<file path="src/rtl/ddr_lfsr_tx.sv">
// ddr_lfsr_tx: transmit-side DDR throughput pattern generator.
// Emits the 5-bit XNOR LFSR stream (two bits per clock in DDR, one in SDR)
// in fixed-length or continuous bursts under a small IDLE/RUN/DONE FSM.
module ddr_lfsr_tx #(
    parameter int CNT_W = 16,
    parameter int LEN_W = 8
) (
    input  logic             clk,
    input  logic             rst_n,
    input  logic             ena,
    input  logic             start,
    input  logic             stop,
    input  logic             sdr_mode,
    input  logic [LEN_W-1:0] burst_len,
    output logic             ddr_out,
    output logic             busy,
    output logic             done,
    output logic [CNT_W-1:0] bit_count
);

    localparam logic [1:0] ST_IDLE = 2'd0;
    localparam logic [1:0] ST_RUN  = 2'd1;
    localparam logic [1:0] ST_DONE = 2'd2;

    logic [1:0]       state_q, state_d;
    logic [4:0]       lfsr_q, lfsr_d;
    logic             first_q, first_d;
    logic             second_q, second_d;
    logic [LEN_W-1:0] cnt_q, cnt_d;
    logic [LEN_W-1:0] len_q, len_d;
    logic             sdr_q, sdr_d;
    logic [CNT_W-1:0] bcnt_q, bcnt_d;
    logic [4:0]       step1, step2;
    logic             burst_end;

    // One LFSR advance; the all-ones lockup state is steered back to zero.
    function automatic logic [4:0] lfsr_step(input logic [4:0] s);
        logic [4:0] r;
        if (s == 5'b11111) begin
            r = 5'b00000;
        end else begin
            r = {s[3:0], ~(s[4] ^ s[2])};
        end
        return r;
    endfunction

    // Add the bits emitted this clock, sticking at all-ones instead of wrapping.
    function automatic logic [CNT_W-1:0] sat_add(input logic [CNT_W-1:0] a,
                                                 input logic [1:0]       inc);
        logic [CNT_W:0] sum;
        sum = {1'b0, a} + {{(CNT_W-1){1'b0}}, inc};
        return sum[CNT_W] ? {CNT_W{1'b1}} : sum[CNT_W-1:0];
    endfunction

    // Next-state logic: FSM, LFSR advance, pair counter and output bit pair.
    always_comb begin
        state_d   = state_q;
        lfsr_d    = lfsr_q;
        first_d   = first_q;
        second_d  = second_q;
        cnt_d     = cnt_q;
        len_d     = len_q;
        sdr_d     = sdr_q;
        bcnt_d    = bcnt_q;
        step1     = lfsr_step(lfsr_q);
        step2     = lfsr_step(step1);
        burst_end = stop || ((len_q != '0) && (cnt_q == len_q));
        if (ena) begin
            case (state_q)
                ST_IDLE: begin
                    if (start) begin
                        state_d = ST_RUN;
                        len_d   = burst_len;
                        sdr_d   = sdr_mode;
                        cnt_d   = '0;
                        bcnt_d  = '0;
                        lfsr_d  = 5'b00000;
                    end
                end
                ST_RUN: begin
                    if (burst_end) begin
                        // Abort or final count: no data this clock, line parked low.
                        state_d  = ST_DONE;
                        first_d  = 1'b0;
                        second_d = 1'b0;
                    end else begin
                        cnt_d = cnt_q + 1'b1;
                        if (sdr_q) begin
                            first_d  = step1[0];
                            second_d = step1[0];
                            lfsr_d   = step1;
                            bcnt_d   = sat_add(bcnt_q, 2'd1);
                        end else begin
                            first_d  = step1[0];
                            second_d = step2[0];
                            lfsr_d   = step2;
                            bcnt_d   = sat_add(bcnt_q, 2'd2);
                        end
                    end
                end
                ST_DONE: begin
                    state_d = ST_IDLE;
                end
                default: begin
                    state_d = ST_IDLE;
                end
            endcase
        end
    end

    // State registers with asynchronous clear; ena gating is folded into _d.
    always_ff @(posedge clk or negedge rst_n) begin
        if (!rst_n) begin
            state_q  <= ST_IDLE;
            lfsr_q   <= 5'b00000;
            first_q  <= 1'b0;
            second_q <= 1'b0;
            cnt_q    <= '0;
            len_q    <= '0;
            sdr_q    <= 1'b0;
            bcnt_q   <= '0;
        end else begin
            state_q  <= state_d;
            lfsr_q   <= lfsr_d;
            first_q  <= first_d;
            second_q <= second_d;
            cnt_q    <= cnt_d;
            len_q    <= len_d;
            sdr_q    <= sdr_d;
            bcnt_q   <= bcnt_d;
        end
    end

    // Output mux: first bit during the high phase, second during the low phase.
    always_comb begin
        ddr_out = clk ? first_q : second_q;
    end

    assign busy      = (state_q == ST_RUN);
    assign done      = (state_q == ST_DONE);
    assign bit_count = bcnt_q;

endmodule

</file>
<file path="config.mk">
export PLATFORM = sky130hd
export DESIGN_NAME = ddr_lfsr_tx
export DESIGN_NICKNAME = d
export VERILOG_FILES = /design/src/rtl/ddr_lfsr_tx.sv
export SDC_FILE = /design/constraint.sdc
export NUM_CORES = 1
export LEC_CHECK = 0
export CAP_MARGIN = 15
export CORE_ASPECT_RATIO = 0.5
export CORE_MARGIN = 2
export CORE_UTILIZATION = 35
export DETAILED_ROUTE_END_ITERATION = 8
export DONT_BUFFER_PORTS = 1
export RECOVER_POWER = 100
export SYNTH_ARGS = -nofsm -noshare
export SYNTH_HDL_FRONTEND = slang
export SYNTH_SLANG_ARGS = --single-unit
</file>
<file path="constraint.sdc">
create_clock -name clk -period 4.58 [get_ports clk]
set_input_delay 1.145 -clock clk [delete_from_list [all_inputs] [get_ports clk]]
set_output_delay 1.145 -clock clk [all_outputs]
set_load 0.01 [all_outputs]
</file>
# == After elaboration in Yosys (flattened, before gate mapping) ==
# Cells that the tools add are included.
# totals
output_inout_bits,19
wordCells,54
in_bits,14
ff_bits,42
# op_classes
n_eq_ne,8
n_bitwise,4
mux,22
n_reduce_logical,9
addsub,3
# op_table
op,n
two-way mux 16 bit,5
case mux 16 bit (2 select lines),1
two-way mux 5 bit,5
"adder 16 x 1 -> 17 bit, second input constant",1
"adder 16 x 2 -> 17 bit, second input constant",1
two-way mux 8 bit,2
case mux 8 bit (2 select lines),1
"== test 5 bit, second input constant",2
case mux 5 bit (2 select lines),1
"adder 8 x 1 -> 8 bit, second input constant",1
== test 8 bit,1
nonzero test 8 bit,1
AND reduction 3 bit,2
two-way mux 1 bit,4
two-way mux 2 bit,2
"!= test 2 bit, second input constant",2
case mux 2 bit (2 select lines),1
AND reduction 4 bit,1
"== test 2 x 1 -> 1 bit, second input constant",1
"== test 2 bit, second input constant",1
logical NOT 2 bit,1
"!= test 2 x 1 -> 1 bit, second input constant",1
inverter 1 bit,2
AND reduction 2 bit,1
4 further kinds,5

# == Logic depth before layout (Yosys ltp) ==
# depth
ltp_word,9
mapped_depth,8
ltp_nobuf,7

==> flow_metrics.env <==
export IMPL_maxSlewHeadroom=-0.5540
export IMPL_cp_num_buf_inv=2
export IMPL_wl_per_cell_microns=17.91
export IMPL_ys_async_sr_fraction=1.000
export IMPL_power_density_mw_per_mm2=635.7
export IMPL_fillers=713
export IMPL_hold_path_class="input pin to asynchronous set/reset pin"
export IMPL_yosysSeqAreaShare=0.3898
export IMPL_synth_simple_area_share=0.2320
export IMPL_start_kind="clock port"
export IMPL_synth_compound_area_frac=0.2367
export IMPL_die_h_microns=66.07
export IMPL_vias=2436
export IMPL_first_global_vias=2424
export IMPL_muxShareOfSynthArea=0.05058
export IMPL_drv_cap=1
export IMPL_ir_drop_uv=186.3
export IMPL_synth_cell_type_count=56
export IMPL_violations="max-capacitance violations, max-slew violations"
export IMPL_syn2layout_area_growth_pct=10.21
export IMPL_path_class="clock port to primary output"
export IMPL_drv_slew=17
export IMPL_grt_pass1_wl_microns=11990
export IMPL_ctsResizeCount=0
export IMPL_p_switching_uw=799.7
export IMPL_setup_viol=0
export IMPL_drive_gt1_frac=0.08442
export IMPL_grt_max_degree=43
export IMPL_synth_top_family_by_area="compound AO/OA/AOI/OAI gates"
export IMPL_seq_power_share=0.390
export IMPL_cts_tree="yes"
export IMPL_fin_worst_skew_ps=6.989
export IMPL_comb_power_share=0.340
export IMPL_yosys_warnings=0
export IMPL_nets=324
export IMPL_final_antenna_net_count=0
export IMPL_synthesis_nets=329
export IMPL_sw_frac_of_total=0.4233
export IMPL_syn_area_per_cell_sq_um=8.642
export IMPL_synth_seq_cells=42
export IMPL_cellLeakagePower_nw=1.252
export IMPL_synth_edf_count=0
export IMPL_clk_latency_ps=400
export IMPL_slowest_delay_ps=370
export IMPL_syn_area_sq_mm=0.002696
export IMPL_p_int_mw=1.089
export IMPL_synthAdderAreaFrac=0.01392
export IMPL_pwr_share_clk=0.270
export IMPL_grt_util_all_layers=0.1837
export IMPL_fin_cells=404
export IMPL_dr_pass1_iters=4
export IMPL_cts_hold_buf=0
export IMPL_cp_cell_sequence="clkbuf_16 > clkbuf_16 > mux2_1"
export IMPL_crit_arrival_ps=2900
export IMPL_place_hpwl_microns=5016
export IMPL_cts_post_setup_buffers_inserted=0
export IMPL_finalSetupTns_ps=0
export IMPL_cts_reportedPaths_clkPinSlew_ps=60
export IMPL_postSynthCellCount=312
export IMPL_status="complete, but fails checks"
export IMPL_cp_required_ps=3430
export IMPL_route_detailed_drc=0
export IMPL_wl_microns=7236
export IMPL_num_io_pins=33
export IMPL_synth_xor_area_frac=0.03248
export IMPL_core_area_sq_mm=0.007405
export IMPL_antenna_cells=0
export IMPL_synth_top_flop_cell="dfrtp_1"
export IMPL_path_delay_family="multiplexers"
export IMPL_cp_slowest_cell="mux2_1"
export IMPL_cp_common_cell="clkbuf_16"
export IMPL_gp_congestion=0.8905
export IMPL_placed_cells=393
export IMPL_path_max_fanout=2
export IMPL_die_w_microns=128.1
export IMPL_die_area_sq_mm=0.008465
export IMPL_vias_per_cell=6.030
export IMPL_drtIter0Drc=188
export IMPL_hold_violations=0
export IMPL_grt_overflow=0
export IMPL_rsz0062_at_grt="no"
export IMPL_antenna_found_initial=0
export IMPL_start_util=0.3641
export IMPL_num_rows=22
export IMPL_cp_end_kind="primary output"
export IMPL_tightest_slew_ps=2307
export IMPL_portBuffers=0
cell type report:
cell class | count | area, sq um | share of cell area
Tap cell | 96 | 120.1 | 0.04042
Sequential cell | 42 | 1051 | 0.3537
Clock inverter | 2 | 12.51 | 0.004211
Inverter | 13 | 48.80 | 0.01642
Clock buffer | 9 | 214.0 | 0.07200
Timing Repair Buffer | 1 | 3.754 | 0.001263
Multi-Input combinational cell | 241 | 1521 | 0.5120
cell families (layout without fill, tap and decap cells):
group,Yosys count,after routing
AND/OR/NAND/NOR,128,128
AO/OA/AOI/OAI,87,87
flip-flops,42,42
buffers and inverters,29,25
multiplexers,13,13
XOR/XNOR,10,10
adder cells (fa/ha/maj),3,3
power by group through the flow:
stage                     Clock (mW)  Sequential (mW)  Combinational [mW]
after detailed placement      0.0148            0.739               0.632
after global routing           0.543            0.761               0.722
after global placement        0.0148            0.734               0.619
final                          0.511            0.736               0.642
after CTS                      0.526            0.733               0.638
after floorplan               0.0148            0.649               0.548
through the flow:
stage | total power [mW] | hold WS [ps] | setup WS (ps) | cell area (sq um) | utilization
final | 1.889 | 436.3 | 531.6 | 2972 | 0.4013
after floorplan | 1.212 | 442.9 | 868.5 | 2696 | -
after global routing | 2.025 | 422.2 | 410.7 | 2972 | 0.4013
after CTS | 1.897 | 429.2 | 591.3 | 2979 | 0.4023
after global placement | 1.368 | 458.7 | 868.5 | 2753 | 0.3717
after detailed placement | 1.385 | 477.2 | 868.5 | 2753 | 0.3717
worst register-to-register path, cell delays in order, from the launching register on:
cell and delay, ps:
dfrtp_1 460, nand2_1 310, inv_1 530, nand2_1 280, o21ai_0 1790, mux2_2 460
sequential cells by signal, indices dropped and copies added, names as in the netlist:
name	flops
cnt_q	8
lfsr_q	5
second_q	1
state_q	2
len_q	8
sdr_q	1
first_q	1
bit_count	16
cell usage after synthesis (2+ instances only):
| cell | number | share of area |
|---|---|---|
| inv_1 | 13 | 0.018 |
| and3_1 | 3 | 0.0070 |
| clkbuf_1 | 9 | 0.013 |
| ha_1 | 3 | 0.014 |
| a31o_2 | 3 | 0.0097 |
| nor3_1 | 7 | 0.013 |
| o2111ai_1 | 2 | 0.0065 |
| mux2i_1 | 8 | 0.030 |
| and4_1 | 3 | 0.0097 |
| nand4_1 | 4 | 0.0093 |
| clkbuf_2 | 2 | 0.0037 |
| nand2b_1 | 3 | 0.0070 |
| o22ai_1 | 2 | 0.0046 |
| or4_4 | 2 | 0.0084 |
| xnor2_1 | 2 | 0.0065 |
| nand2_1 | 50 | 0.070 |
| nand3_1 | 16 | 0.030 |
| nor4_1 | 7 | 0.016 |
| o21ai_0 | 12 | 0.022 |
| or2_2 | 2 | 0.0046 |
| o31ai_1 | 3 | 0.0084 |
| nor2_1 | 20 | 0.028 |
| o221ai_1 | 5 | 0.016 |
| o311ai_0 | 2 | 0.0065 |
| a211oi_1 | 4 | 0.011 |
| a311oi_1 | 2 | 0.0065 |
| o211ai_1 | 8 | 0.022 |
| dfrtp_1 | 42 | 0.39 |
| mux2_2 | 5 | 0.021 |
| a21oi_1 | 10 | 0.019 |
| xor2_1 | 8 | 0.026 |
| and2_1 | 4 | 0.0093 |
| o211a_1 | 2 | 0.0074 |
| a31oi_1 | 10 | 0.023 |
| a22o_1 | 8 | 0.026 |
| buf_2 | 4 | 0.0074 |
| or3_1 | 2 | 0.0046 |
| a22oi_1 | 2 | 0.0056 |
per-layer routing:
metal | up-vias | GRT usage | part of all wire
met5 | - | 0 | 0
met4 | 0 | 0.08929 | 0.018
met3 | 12 | 0.04207 | 0.071
met2 | 106 | 0.2914 | 0.44
met1 | 1158 | 0.2392 | 0.47
li1 | 1160 | - | -
path summary, 6_finish.rpt:
| check | slack (ps) | endpoint | depth (start not counted) | startpoint |
|---|---|---|---|---|
| max | 530 | ddr_out | 3 | clk |
| max in group asynchronous | 4060 | first_q$_DFFE_PN0P_ | 0 | rst_n |
| max reg2reg | 620 | lfsr_q[2]$_DFFE_PN0P_ | 5 | state_q[0]$_DFFE_PN0P_ |
| min in group clk | 490 | first_q$_DFFE_PN0P_ | 2 | first_q$_DFFE_PN0P_ |
| min reg2reg | 490 | first_q$_DFFE_PN0P_ | 2 | first_q$_DFFE_PN0P_ |
| min | 440 | len_q[6]$_DFFE_PN0P_ | 0 | rst_n |
placed cells by master (no fill, tap or decap), drive strengths merged, types with 3 or more instances in the layout:
cell    instances
and3            4
a211oi          4
o211ai          8
mux2i           8
nor2           20
dfrtp          42
and2            4
mux2            5
inv            13
ha              3
o221ai          5
nand3          17
a31oi          10
or4             3
and4            3
nand4           4
xor2            8
o21ai          14
a21oi          10
nor4            7
a22o            8
a31o            3
o31ai           3
nor3            7
clkbuf         10
nand2b          3
nand2          50
Power figures use the tool's default switching activity.
